<file path="src/rtl/synth_pkg.sv">
// Shared types and constants for the time-multiplexed voice scheduler and its voice_phase slices.
package synth_pkg;

  localparam int CNT_W = 19;
  localparam logic [CNT_W-1:0] MIN_DIV = 19'd256;

  typedef enum logic [2:0] {
    MODE_OFF    = 3'd0,
    MODE_SQUARE = 3'd1,
    MODE_SAW    = 3'd2,
    MODE_TRI    = 3'd3
  } mode_e;

  typedef enum logic [1:0] {
    S_IDLE,
    S_DRIVE,
    S_ACCUM,
    S_OUT
  } state_e;

endpackage

</file>
<file path="src/rtl/voice_phase.sv">
// Per-voice configuration and phase state: divisor/mode clamp, phase advance and period wrap.
// Build option VOICE_RETRIG_EN: a configuration write also restarts the voice phase.
module voice_phase
  import synth_pkg::*;
(
  input  logic             clk,
  input  logic             n_rst,
  input  logic             i_adv,
  input  logic             i_wr,
  input  logic [CNT_W-1:0] i_wr_divisor,
  input  logic [2:0]       i_wr_mode,
  output logic [CNT_W-1:0] o_count,
  output logic [CNT_W-1:0] o_divisor,
  output logic [7:0]       o_q,
  output mode_e            o_mode
);

  logic [CNT_W-1:0] r_count;
  logic [CNT_W-1:0] r_div;
  logic [CNT_W:0]   r_acc;
  logic [7:0]       r_q;
  mode_e            r_mode;

  logic [CNT_W:0]   w_acc_sum;
  logic [CNT_W:0]   w_acc_next;
  logic             w_carry;
  logic             w_wrap;

  // acc can sit just below a large divisor, so one extra bit holds acc + 256.
  assign w_acc_sum  = r_acc + (CNT_W+1)'(MIN_DIV);
  assign w_carry    = (w_acc_sum >= {1'b0, r_div});
  assign w_acc_next = w_carry ? (w_acc_sum - {1'b0, r_div}) : w_acc_sum;
  assign w_wrap     = (r_count == (r_div - CNT_W'(1)));

  always_ff @(posedge clk or negedge n_rst) begin
    if (!n_rst) begin
      r_count <= '0;
      r_acc   <= '0;
      r_q     <= '0;
      r_div   <= MIN_DIV;
      r_mode  <= MODE_OFF;
    end else begin
      if (i_adv) begin
        if (w_wrap) begin
          r_count <= '0;
          r_acc   <= '0;
          r_q     <= '0;
        end else begin
          r_count <= r_count + CNT_W'(1);
          r_acc   <= w_acc_next;
          r_q     <= r_q + {7'd0, w_carry};
        end
      end
      if (i_wr) begin
        r_div  <= (i_wr_divisor < MIN_DIV) ? MIN_DIV : i_wr_divisor;
        r_mode <= (i_wr_mode > 3'd3) ? MODE_OFF : mode_e'(i_wr_mode);
`ifdef VOICE_RETRIG_EN
        // NOTE: the later non-blocking assignment wins, so the restart overrides a same-cycle advance.
        r_count <= '0;
        r_acc   <= '0;
        r_q     <= '0;
`endif
      end
    end
  end

  assign o_count   = r_count;
  assign o_divisor = r_div;
  assign o_q       = r_q;
  assign o_mode    = r_mode;

endmodule

</file>
<file path="src/rtl/voice_scheduler.sv">
// Time-multiplexes NUM_VOICES voices onto one shared waveshaper and mixes them per sample frame.
// Build option VOICE_RETRIG_EN (see voice_phase): configuration writes restart the voice phase.
module voice_scheduler
  import synth_pkg::*;
#(
  parameter  int NUM_VOICES = 4,
  localparam int VW         = $clog2(NUM_VOICES)
) (
  input  logic             clk,
  input  logic             n_rst,
  input  logic             sample_tick,
  input  logic             wr_en,
  input  logic [VW-1:0]    wr_voice,
  input  logic [CNT_W-1:0] wr_divisor,
  input  logic [2:0]       wr_mode,
  output logic [CNT_W-1:0] ws_count,
  output logic [CNT_W-1:0] ws_divisor,
  output logic [7:0]       ws_Q,
  output logic [2:0]       ws_mode,
  input  logic [7:0]       ws_sample,
  output logic [7:0]       sample_out,
  output logic             sample_valid,
  output logic             busy,
  output logic             overrun
);

  state_e            r_state;
  state_e            w_next_state;
  logic [VW-1:0]     r_v;
  logic [8+VW-1:0]   r_mix;
  logic [7:0]        r_sample_out;
  logic              r_sample_valid;
  logic              r_overrun;

  logic [NUM_VOICES-1:0] w_adv;
  logic [NUM_VOICES-1:0] w_wr;
  logic [CNT_W-1:0]      w_count [NUM_VOICES];
  logic [CNT_W-1:0]      w_div   [NUM_VOICES];
  logic [7:0]            w_q     [NUM_VOICES];
  mode_e                 w_mode  [NUM_VOICES];

  for (genvar g = 0; g < NUM_VOICES; g++) begin : g_voice
    assign w_adv[g] = (r_state == S_ACCUM) && (r_v == VW'(g));
    assign w_wr[g]  = wr_en && (wr_voice == VW'(g));

    voice_phase u_voice_phase (
      .clk          (clk),
      .n_rst        (n_rst),
      .i_adv        (w_adv[g]),
      .i_wr         (w_wr[g]),
      .i_wr_divisor (wr_divisor),
      .i_wr_mode    (wr_mode),
      .o_count      (w_count[g]),
      .o_divisor    (w_div[g]),
      .o_q          (w_q[g]),
      .o_mode       (w_mode[g])
    );
  end

  always_ff @(posedge clk or negedge n_rst) begin
    if (!n_rst) r_state <= S_IDLE;
    else        r_state <= w_next_state;
  end

  always_comb begin
    // NOTE: every output gets a default first so no path through the case infers a latch.
    w_next_state = r_state;
    busy         = 1'b1;
    ws_count     = '0;
    ws_divisor   = '0;
    ws_Q         = '0;
    ws_mode      = MODE_OFF;
    case (r_state)
      S_IDLE: begin
        busy = 1'b0;
        if (sample_tick) w_next_state = S_DRIVE;
      end
      S_DRIVE, S_ACCUM: begin
        ws_count   = w_count[r_v];
        ws_divisor = w_div[r_v];
        ws_Q       = w_q[r_v];
        ws_mode    = w_mode[r_v];
        if (r_state == S_DRIVE)                w_next_state = S_ACCUM;
        else if (r_v == VW'(NUM_VOICES - 1))   w_next_state = S_OUT;
        else                                   w_next_state = S_DRIVE;
      end
      S_OUT:   w_next_state = S_IDLE;
      default: w_next_state = S_IDLE;
    endcase
  end

  always_ff @(posedge clk or negedge n_rst) begin
    if (!n_rst) begin
      r_v            <= '0;
      r_mix          <= '0;
      r_sample_out   <= '0;
      r_sample_valid <= 1'b0;
      r_overrun      <= 1'b0;
    end else begin
      r_sample_valid <= 1'b0;
      case (r_state)
        S_IDLE: begin
          if (sample_tick) begin
            r_v   <= '0;
            r_mix <= '0;
          end
        end
        S_ACCUM: begin
          r_mix <= r_mix + {{VW{1'b0}}, ws_sample};
          r_v   <= r_v + VW'(1);
        end
        S_OUT: begin
          r_sample_out   <= r_mix[8+VW-1:VW];
          r_sample_valid <= 1'b1;
        end
        default: ;
      endcase
      if (sample_tick && (r_state != S_IDLE)) r_overrun <= 1'b1;
    end
  end

  assign sample_out   = r_sample_out;
  assign sample_valid = r_sample_valid;
  assign overrun      = r_overrun;

endmodule
</file>
<file path="config.mk">
export PLATFORM = sky130hd
export DESIGN_NAME = voice_scheduler
export DESIGN_NICKNAME = d
export VERILOG_FILES = /design/src/rtl/synth_pkg.sv /design/src/rtl/voice_phase.sv /design/src/rtl/voice_scheduler.sv
export SDC_FILE = /design/constraint.sdc
export NUM_CORES = 1
export LEC_CHECK = 0
export BUFFER_PORTS_ARGS = -buffer_cell sky130_fd_sc_hd__clkbuf_2
export CAP_MARGIN = 20
export CORE_MARGIN = 1
export CORE_UTILIZATION = 55
export CTS_BUF_LIST = sky130_fd_sc_hd__clkbuf_2
export CTS_CLUSTER_DIAMETER = 40
export DETAILED_ROUTE_END_ITERATION = 7
export PLACE_DENSITY = 0.81
export SLEW_MARGIN = 30
export SYNTH_ARGS = -nofsm -noshare
export SYNTH_HDL_FRONTEND = slang
export SYNTH_SLANG_ARGS = --single-unit
</file>
<file path="constraint.sdc">
create_clock -name clk -period 5.24 [get_ports clk]
set_input_delay 0.786 -clock clk [delete_from_list [all_inputs] [get_ports clk]]
set_output_delay 0.786 -clock clk [all_outputs]
set_load 0.005 [all_outputs]
</file>
# ---- Yosys cells after proc, flatten, opt, wreduce, memory -nomap -nowiden
# Index checks and enable logic that the tools add are counted.
dict set report op_classes {
  n_div 0
  shifts 0
  magnitude_cmp 7
  multipliers 0
  reduce_logical 16
  muxes 44
  eq_ne 14
  n_addsub 22
  bitwise_logic 1
}
# operator count
set op_table {}
lappend op_table {{2-to-1 mux 19 bit} 11}
lappend op_table {{2-to-1 mux 20 bit} 8}
lappend op_table {{adder 20 x 9 -> 20 bit (second input constant)} 4}
lappend op_table {{greater-or-equal comparator 20 x 19 -> 1 bit} 4}
lappend op_table {{subtractor 20 x 19 -> 20 bit} 4}
lappend op_table {{adder 19 x 1 -> 19 bit (second input constant)} 4}
lappend op_table {{binary-select mux 19 bit (select 2 bit)} 2}
lappend op_table {{equality test 19 bit} 4}
lappend op_table {{subtractor 19 x 1 -> 19 bit (second input constant)} 4}
lappend op_table {{2-to-1 mux 8 bit} 7}
lappend op_table {{adder 8 x 1 -> 8 bit} 4}
lappend op_table {{case mux 10 bit (2 select lines)} 1}
lappend op_table {{< comparator 19 x 9 -> 1 bit (second input constant)} 1}
lappend op_table {{binary-select mux 8 bit (select 2 bit)} 1}
lappend op_table {{equality test 2 bit (second input constant)} 6}
lappend op_table {{2-to-1 mux 3 bit} 4}
lappend op_table {{adder 10 x 8 -> 10 bit} 1}
lappend op_table {{2-to-1 mux 10 bit} 1}
lappend op_table {{logical AND 1 bit} 9}
lappend op_table {{2-to-1 mux 2 bit} 4}
lappend op_table {{binary-select mux 3 bit (select 2 bit)} 1}
lappend op_table {{equality test 2 x 1 -> 1 bit (second input constant)} 3}
lappend op_table {{zero test 2 bit} 3}
lappend op_table {{case mux 2 bit (3 select lines)} 1}
lappend op_table {{10 further kinds} 12}
dict set report totals {
  latchBits 0
  elab_cells 130
  register_bits 300
  memories 0
  romBits 0
  output_inout_bits 60
  mem_bits_rw 0
}

# ---- Longest topological paths before layout
# Gate-level depths: netlist (run 1).
dict set report depth {
  word_depth 5
  mapped_depth 20
  ltp_nobuf 18
}

# ---- Modules after synthesis
# A second synthesis (run 1) with hierarchy kept.
dict set report unflattened {
  cells_unflattened 2570
  hier_area_um2 23233.5
}
# mod instances area_per_inst_um2 seq_area_each_um2 cells_per_inst
set modules_own_cells {}
lappend modules_own_cells {{voice_phase (g_voice[1].u_voice_phase ...)} 3 5092.4 1727.9 582}
lappend modules_own_cells {{voice_phase (g_voice[0].u_voice_phase)} 1 4983.5 1727.9 570}
lappend modules_own_cells {voice_scheduler 1 2972.9 600.6 254}

# ---- Worst setup path before layout (run 1)
# OpenSTA, ideal clock, no wires.
dict set report synth_timing {
  kind {register to register}
  startpoint {register g_voice[1].u_voice_phase.r_acc[8]}
  endpoint {register g_voice[1].u_voice_phase.r_q[6]}
  path_stages_with_launch 18
  t_required_ns 5.120
  arrival_time_ns 3.552
  n_path_buf 0
  synth_period_minus_slack_ns 3.672
  setup_time_ns 0.120
  path_slack_ns 1.568
  path_cell_list {dfrtp_1 > and3_1 > nand3_1 > or3_1 > xnor2_1 > ha_1 > and4_1 > a221o_1 > nor3_1 > o21ai_0 > a21oi_1 > clkinv_1 > ha_1 > nand3_1 > nor2_1 > nand3_1 > xor2_1 > nor2_1}
}
dict set report synth_between {
  elab_chain_cells 4
}
# element line_no
set synth_lines {}
lappend synth_lines {{from (decl)} voice_phase.sv:20} ;# logic [CNT_W:0] r_acc;
lappend synth_lines {{from (signal assigned)} voice_phase.sv:50} ;# r_acc <= w_acc_next;
lappend synth_lines {{adder 20 x 9 -> 20 bit} voice_phase.sv:30} ;# assign w_acc_sum = r_acc + (CNT_W+1)'(MIN_DIV);
lappend synth_lines {{greater-or-equal comparator 20 x 19 -> 1 bit} voice_phase.sv:31} ;# assign w_carry = (w_acc_sum >= {1'b0, r_div});
lappend synth_lines {{adder 8 x 1 -> 8 bit} voice_phase.sv:51} ;# r_q <= r_q + {7'd0, w_carry};
lappend synth_lines {{2-to-1 mux 8 bit} voice_phase.sv:44} ;# if (w_wrap) begin
lappend synth_lines {{to (signal assigned)} voice_phase.sv:51}
lappend synth_lines {{to (decl)} voice_phase.sv:21} ;# logic [7:0] r_q;
# No other way between the ends.
# A chain may end at the register's enable or synchronous reset.

# ---- Final worst setup path (run 1)
dict set report layout_timing {
  startpoint {register g_voice[2].u_voice_phase.r_div[0]}
  endpoint {register g_voice[2].u_voice_phase.r_q[6]}
}
dict set report layout_between {
  elab_chain_cells 3
  word_cells_on_any_way 5
}
# element line_no
set layout_lines {}
lappend layout_lines {{from (decl)} voice_phase.sv:19} ;# logic [CNT_W-1:0] r_div;
lappend layout_lines {{from (signal assigned)} voice_phase.sv:55} ;# r_div <= (i_wr_divisor < MIN_DIV) ? MIN_DIV : i_wr_divisor;
lappend layout_lines {{greater-or-equal comparator 20 x 19 -> 1 bit or subtractor 19 x 1 -> 19 bit (tied branches)} {voice_phase.sv:31, voice_phase.sv:33}}
lappend layout_lines {{adder 8 x 1 -> 8 bit or equality test 19 bit (tied branches)} {voice_phase.sv:51, voice_phase.sv:33}}
lappend layout_lines {{2-to-1 mux 8 bit *} voice_phase.sv:44}
lappend layout_lines {{to (signal assigned)} voice_phase.sv:51}
lappend layout_lines {{to (decl)} voice_phase.sv:21}
# Every way passes the cells marked *; elsewhere a longest branch is shown, timed or not.

==> results.yml, run 1 <==
hold_path:
  hold_path.class: "primary input to register"
sta:
  period_needed_ns: 4.41
  timing.final.max_slew_violations: 0
  fin_crit_sh_pct: 84.2
  setup_viol: 0
  tightest_slew_ns: 1.04
  slew_headroom_pct: 30.4
  hold_ws_ns: 0.0481
  setup_tns_ns: 0
  skew_ns: 0.0956
  fmax_ghz: 0.227
  finalHoldViolCount: 0
  rsz0062_at_grt: "false"
synth:
  avgSynthCellArea_sq_um: 8.88
  ys_seq_elements: 300
  yosysUniqueCellTypes: 86
  synth_edf_count: 0
  synth.most_common_cell: "dfrtp_1"
  synth.top_cell.area_share_pct: 33.1
  ys.flop_type: "dfrtp_1"
  async_flop_share_pct: 100
  synth_common_cells: "dfrtp_1 (296), nand2_1 (249), nor2_1 (213)"
  synthCells: 2520
  synth_nets: 2674
  synth.area.top_cells: "dfrtp_1 (33%), xnor2_1 (6.5%), ha_1 (6.3%)"
  syn-cell-area_sq_um: 22400
  yosysSeqAreaShare_pct: 33.6
  synth_warnings: 0
  synth_top_cell_by_area: "dfrtp_1"
power_and_ir_drop:
  power_density_nw_per_um2: 365
  ir_drop_mv: 0.211
  power_w: 0.00888
  leakage_nw: 11.0
global_routing:
  grt_usage_pct: 32.4
  grt_max_degree: 118
  grt_pass1_vias: 19600
  antenna_found_initial: 3
  grt_pass1_wl_mm: 106
  globalRouteOverflowTotal: 0
critical_path:
  worstPathArrival_ns: 5.31
  critPathBufInv: 2
  crit_family: "compound AO/OA/AOI/OAI gates"
  start_kind: "register"
  crit_chain: "ha_1, inv_1, fa_1, a21oi_1, o22ai_1, o41ai_1, a21oi_1, o21ai_0, o211a_1, inv_2, ha_1, nand3_1, nor2_1, nand3_1, xor2_1, nor2_1"
  critical-path-max-stage-delay_ns: 0.63
  end_kind: "register"
  cp_slowest_cell: "o41ai_1"
  critPathKind: "register to register"
  cp_max_fo: 15
  cp.required_ns: 6.14
floorplan:
  core_sq_um: 39900
  fp.dieH_um: 204
  rows: 73
  io_pins: 96
  die-area_sq_um: 41500
  fp.dieW_um: 204
  start_util_pct: 56.1
detailed_routing:
  via_per_inst: 6.34
  wirelength_met1_mm: 26.8
  wl_met2_mm: 30.4
  routed_wl_mm: 66.6
  wl_per_cell_um: 20.7
  via_count: 20400
  met3WireLength_mm: 5.84
  top_layer: "met4"
  drt_iter0_markers: 2004
  ant_nets: 0
  drt_first_pass_iters: 6
  drc: 0
status:
  outcome: "completed"
clock_tree:
  cts_tree: "yes"
  cts_resized: 0
  clkSinkCount: 300
  clk_pin_slew_ns: 0.10
  clockBufferDepth: 3
  root_buffer: "clkbuf_2"
  clock_latency_ns: 1.11
  htreeDepth: 3
  cts_made_buffers: 87
placed_design:
  place_inst: 3045
  gp_congestion: 0.983
  numPortBuffers: 95
  place_hpwl_mm: 49.1
finish:
  drive_above_1_share_pct: 14.5
  instances_no_fill: 3218
  nNetsFinal: 2774
  area_delta_synth_final_pct: 8.76
  final_util_pct: 61.0
job:
  drv_cap: 0
[flip-flops by register name, indices dropped and copies added, names as in the netlist]
signal	flops
g_voice.u_voice_phase.o_count	76
r_state	2
g_voice.u_voice_phase.r_acc	80
g_voice.u_voice_phase.o_q	32
g_voice.u_voice_phase.o_mode	12
r_mix	10
overrun	1
sample_valid	1
g_voice.u_voice_phase.o_divisor	76
sample_out	8
r_v	2
[where the power goes]
group / switching, W / internal, W / leakage [nW] / total, W
Clock: 0.00111 / 0.00102 / 0.674 / 0.00213
Sequential: 0.000524 / 0.00257 / 3.92 / 0.00310
Combinational: 0.00204 / 0.00160 / 6.39 / 0.00364
Total: 0.00368 / 0.00520 / 11.0 / 0.00888
[per-layer routing]
| metal | up-vias | GRT usage (%) |
|---|---|---|
| met4 | 0 | 17.5 |
| met1 | 9930 | 42.0 |
| met2 | 997 | 50.7 |
| li1 | 9254 | - |
| met5 | - | 0 |
| met3 | 228 | 6.94 |
[path summary, 6_finish.rpt]
check,cells after the start,to,slack [ns],from
min reg2reg,1,overrun$_DFFE_PN0P_,0.46,overrun$_DFFE_PN0P_
max,16,g_voice[2].u_voice_phase.o_q[6]$_DFFE_PN0P_,0.83,g_voice[2].u_voice_phase.o_divisor[0]$_DFFE_PN0P_
min,3,g_voice[0].u_voice_phase.o_mode[1]$_DFFE_PN0P_,0.05,wr_mode[1]
max reg2reg,16,g_voice[2].u_voice_phase.o_q[6]$_DFFE_PN0P_,0.83,g_voice[2].u_voice_phase.o_divisor[0]$_DFFE_PN0P_
min in group asynchronous,2,g_voice[2].u_voice_phase.o_count[4]$_DFFE_PN0P_,0.21,n_rst
max in group asynchronous,4,g_voice[3].u_voice_phase.r_acc[1]$_DFFE_PN0P_,3.77,n_rst
[cell usage in the layout (no fill, tap or decap), types with 62 or more instances in the layout]
| cell type | count |
|---|---|
| nor2_1 | 213 |
| ha_1 | 113 |
| dfrtp_1 | 294 |
| nand3_1 | 68 |
| o21ai_0 | 154 |
| nand2_1 | 249 |
| and2_1 | 71 |
| xnor2_1 | 165 |
| inv_1 | 137 |
| a21oi_1 | 118 |
| xor2_1 | 110 |
| nor3_1 | 62 |
| clkbuf_2 | 213 |
[worst register-to-register path, cell delays in order (launching register included)]
cell and delay, ns:
dfrtp_1 0.60, ha_1 0.25, inv_1 0.06, fa_1 0.41, a21oi_1 0.21, o22ai_1 0.16
o41ai_1 0.63, a21oi_1 0.18, o21ai_0 0.23, o211a_1 0.51, inv_2 0.26, ha_1 0.28
nand3_1 0.09, nor2_1 0.07, nand3_1 0.10, xor2_1 0.15, nor2_1 0.06
[cells by family (layout without fill, tap and decap cells)]
kind of cell,Yosys count,count (layout),synth area share [%]
other,0,7,0
AO/OA/AOI/OAI,547,547,15.6
adder cells (fa/ha/maj),118,118,6.77
multiplexers,119,119,8.35
buffers and inverters,252,418,4.49
XOR/XNOR,275,275,10.8
flip-flops,300,300,33.6
AND/OR/NAND/NOR,909,909,20.4
[area by class of cell]
type | count | area (sq um)
well taps | 525 | 657
repair buffers | 124 | 773
flip-flops and latches | 300 | 7520
inverters | 139 | 522
clock inverters | 36 | 369
fillers | 3302 | 15600
diodes | 7 | 17.5
clock buffers | 119 | 596
multi-input cells | 1968 | 13900
[timing repair]
action,in CTS,in global routing
setup buffers,0,0
endpoints found under the hold margin,125,0
hold buffers,10,0
[metrics by stage]
stage | cell area (sq um) | setup WS [ns]
2_1_floorplan | 22400 | 1.57
3_3_place_gp | 23200 | 0.972
3_5_place_dp | 23200 | 0.940
4_1_cts | 24300 | 0.915
5_1_grt | 24300 | 0.551
6_report | 24300 | 0.829
Note: power is estimated with default switching activity, not from simulation.
==> run 2, diff against run 1 <==
- clock period: 5.24 -> 4.1 ns (I/O delays scaled with it)
==> run 2 against run 1 <==
  * Clock power is 5% higher
  * Flip-flop and latch count stayed put
  * Largest cell class unchanged
  * Wire length is 1.7% higher
==> results.yml, run 2 (synthesis gave the netlist of run 1 again) <==
critical_path:
  rrSetupSlack_ns: 0.24
  rr_startpoint: "g_voice[1].u_voice_phase.r_acc[9]$_DFFE_PN0P_"
  start_kind: "register"
  r2r.worst_path.cells: 17
  cp_max_fo: 5
  r2r-end: "g_voice[1].u_voice_phase.o_q[6]$_DFFE_PN0P_"
  end_kind: "register"
  worstPathArrival_ns: 4.73
  critPathKind: "register to register"
  cp.required_ns: 4.97
sta:
  setup_tns_ns: 0
  setup_viol: 0
  finalHoldViolCount: 0
  tightest_slew_ns: 0.906
  timing.final.max_slew_violations: 0
  skew_ns: 0.119
  hold_ws_ns: 0.0653
  fin_crit_sh_pct: 94.1
  slew_headroom_pct: 39.6
  fmax_ghz: 0.259
  period_needed_ns: 3.86
finish:
  top_register: "g_voice.u_voice_phase.r_acc"
  drive_above_1_share_pct: 16.0
  final_util_pct: 61.9
  area_delta_synth_final_pct: 10.4
  layout_commonest_cell: "dfrtp_1"
  regArea_sq_um: 7520
  largest_register_ffs: 80
  final_cell_mix: "dfrtp_1 (294), nand2_1 (249), nor2_1 (212)"
  nNetsFinal: 2834
  multi_input_area_sq_um: 13900
  fillers: 3274
  instances_no_fill: 3274
hold_path:
  hold_path.class: "primary input to asynchronous set/reset pin"
placed_design:
  gp_congestion: 0.973
  place_hpwl_mm: 50.5
  numPortBuffers: 95
  place_inst: 3092
detailed_routing:
  drt_iter0_markers: 2070
  routed_wl_mm: 67.7
  drt_first_pass_iters: 5
  ant_nets: 0
  drc: 0
  via_per_inst: 6.25
  via_count: 20500
  wl_per_cell_um: 20.7
floorplan:
  start_util_pct: 56.1
  rows: 73
  fp.dieW_um: 204
  die-area_sq_um: 41500
  fp.dieH_um: 204
  io_pins: 96
  core_sq_um: 39900
power_and_ir_drop:
  leakage_nw: 11.2
  ir_drop_mv: 0.235
  power_density_nw_per_um2: 444
  power_w: 0.0110
global_routing:
  globalRouteOverflowTotal: 0
  grt_usage_pct: 32.9
  grt_pass1_wl_mm: 107
  antenna_found_initial: 3
  grt_pass1_vias: 20200
  grt_max_degree: 117
clock_tree:
  cts_made_buffers: 83
  cts_tree: "yes"
  clk_pin_slew_ns: 0.10
  htreeDepth: 3
  clockBufferDepth: 3
  clkSinkCount: 300
  root_buffer: "clkbuf_2"
  clock_latency_ns: 1.02
job:
  drv_cap: 0
status:
  outcome: "completed"
[run 2: cell count changes in the layout (fill, tap and decap cells not counted), sizes merged, moves of 3 or more]
cell	delta
clkbuf	-6
buf	+48
bufinv	-7
clkinv	+4
inv	+3
dlygate4sd3	+16
diode	-4
[run 2: layout make-up]
type / instances / area share, %
tap: 525 / 2.66
clock buffer: 113 / 2.29
clock inverter: 38 / 0.821
antenna: 3 / 0.0304
timing repair buffer: 188 / 5.34
sequential: 300 / 30.4
multi-input combinational: 1968 / 56.3
inverter: 139 / 2.12
[run 2: metrics by stage]
step / instance area [sq um] / setup WS (ns)
finish: 24700 / 0.242
global route: 24700 / -0.0154
CTS: 24600 / 0.0904
detailed placement: 23600 / 0.0159
global placement: 23600 / 0.0872
floorplan: 22400 / 0.428
[run 2: worst max-delay path by stage]
| stage | endpoint | start | slack [ns] | depth (start not counted) |
|---|---|---|---|---|
| 2_1_floorplan | g_voice[1].u_voice_phase.o_q[6]$_DFFE_PN0P_ | g_voice[1].u_voice_phase.r_acc[8]$_DFFE_PN0P_ | 0.43 | 17 |
| 3_3_place_gp | g_voice[1].u_voice_phase.o_q[6]$_DFFE_PN0P_ | g_voice[1].u_voice_phase.r_acc[9]$_DFFE_PN0P_ | 0.09 | 17 |
| 3_5_place_dp | g_voice[1].u_voice_phase.o_q[6]$_DFFE_PN0P_ | g_voice[1].u_voice_phase.r_acc[9]$_DFFE_PN0P_ | 0.02 | 17 |
| 4_1_cts | g_voice[1].u_voice_phase.o_q[6]$_DFFE_PN0P_ | g_voice[1].u_voice_phase.r_acc[9]$_DFFE_PN0P_ | 0.09 | 17 |
| 5_1_grt | g_voice[1].u_voice_phase.r_acc[0]$_DFFE_PN0P_ | g_voice[1].u_voice_phase.r_acc[9]$_DFFE_PN0P_ | -0.02 | 14 |
| 6_report | g_voice[1].u_voice_phase.o_q[6]$_DFFE_PN0P_ | g_voice[1].u_voice_phase.r_acc[9]$_DFFE_PN0P_ | 0.24 | 17 |
[run 2: what timing repair did]
action                                  in CTS  in global routing
hold endpoints to repair                   194                  0
resized for setup                            1                 11
endpoints found under the setup margin       2                 28
pin swaps                                    0                  1
hold buffers                                26                  0
buffers inserted                             0                  1
[run 2: routing by layer]
| layer | global-route usage [%] | wire [um] | up-vias |
|---|---|---|---|
| met5 | 0 | 10 | - |
| met4 | 17.7 | 3720 | 2 |
| met3 | 7.69 | 6090 | 235 |
| met2 | 52.4 | 31300 | 957 |
| met1 | 41.3 | 26600 | 9916 |
| li1 | - | - | 9366 |
[run 2: power breakdown]
| group | internal, W | switching (W) |
|---|---|---|
| clock | 0.000837 | 0.00140 |
| sequential | 0.00329 | 0.000618 |
| combinational | 0.00213 | 0.00267 |
| total | 0.00626 | 0.00469 |
[run 2: critical path, stage by stage, from the launching register on]
cell and delay (ns):
dfrtp_1 0.39, and3_2 0.24, nand3_2 0.14, or3_4 0.39
xnor2_1 0.15, ha_1 0.34, and4_1 0.25, a221o_1 0.35
nor3_2 0.21, o21ai_0 0.15, a21oi_1 0.23, clkinv_2 0.19
ha_2 0.24, nand3_1 0.08, nor2_1 0.07, nand3_1 0.10
xor2_1 0.15, nor2_1 0.07
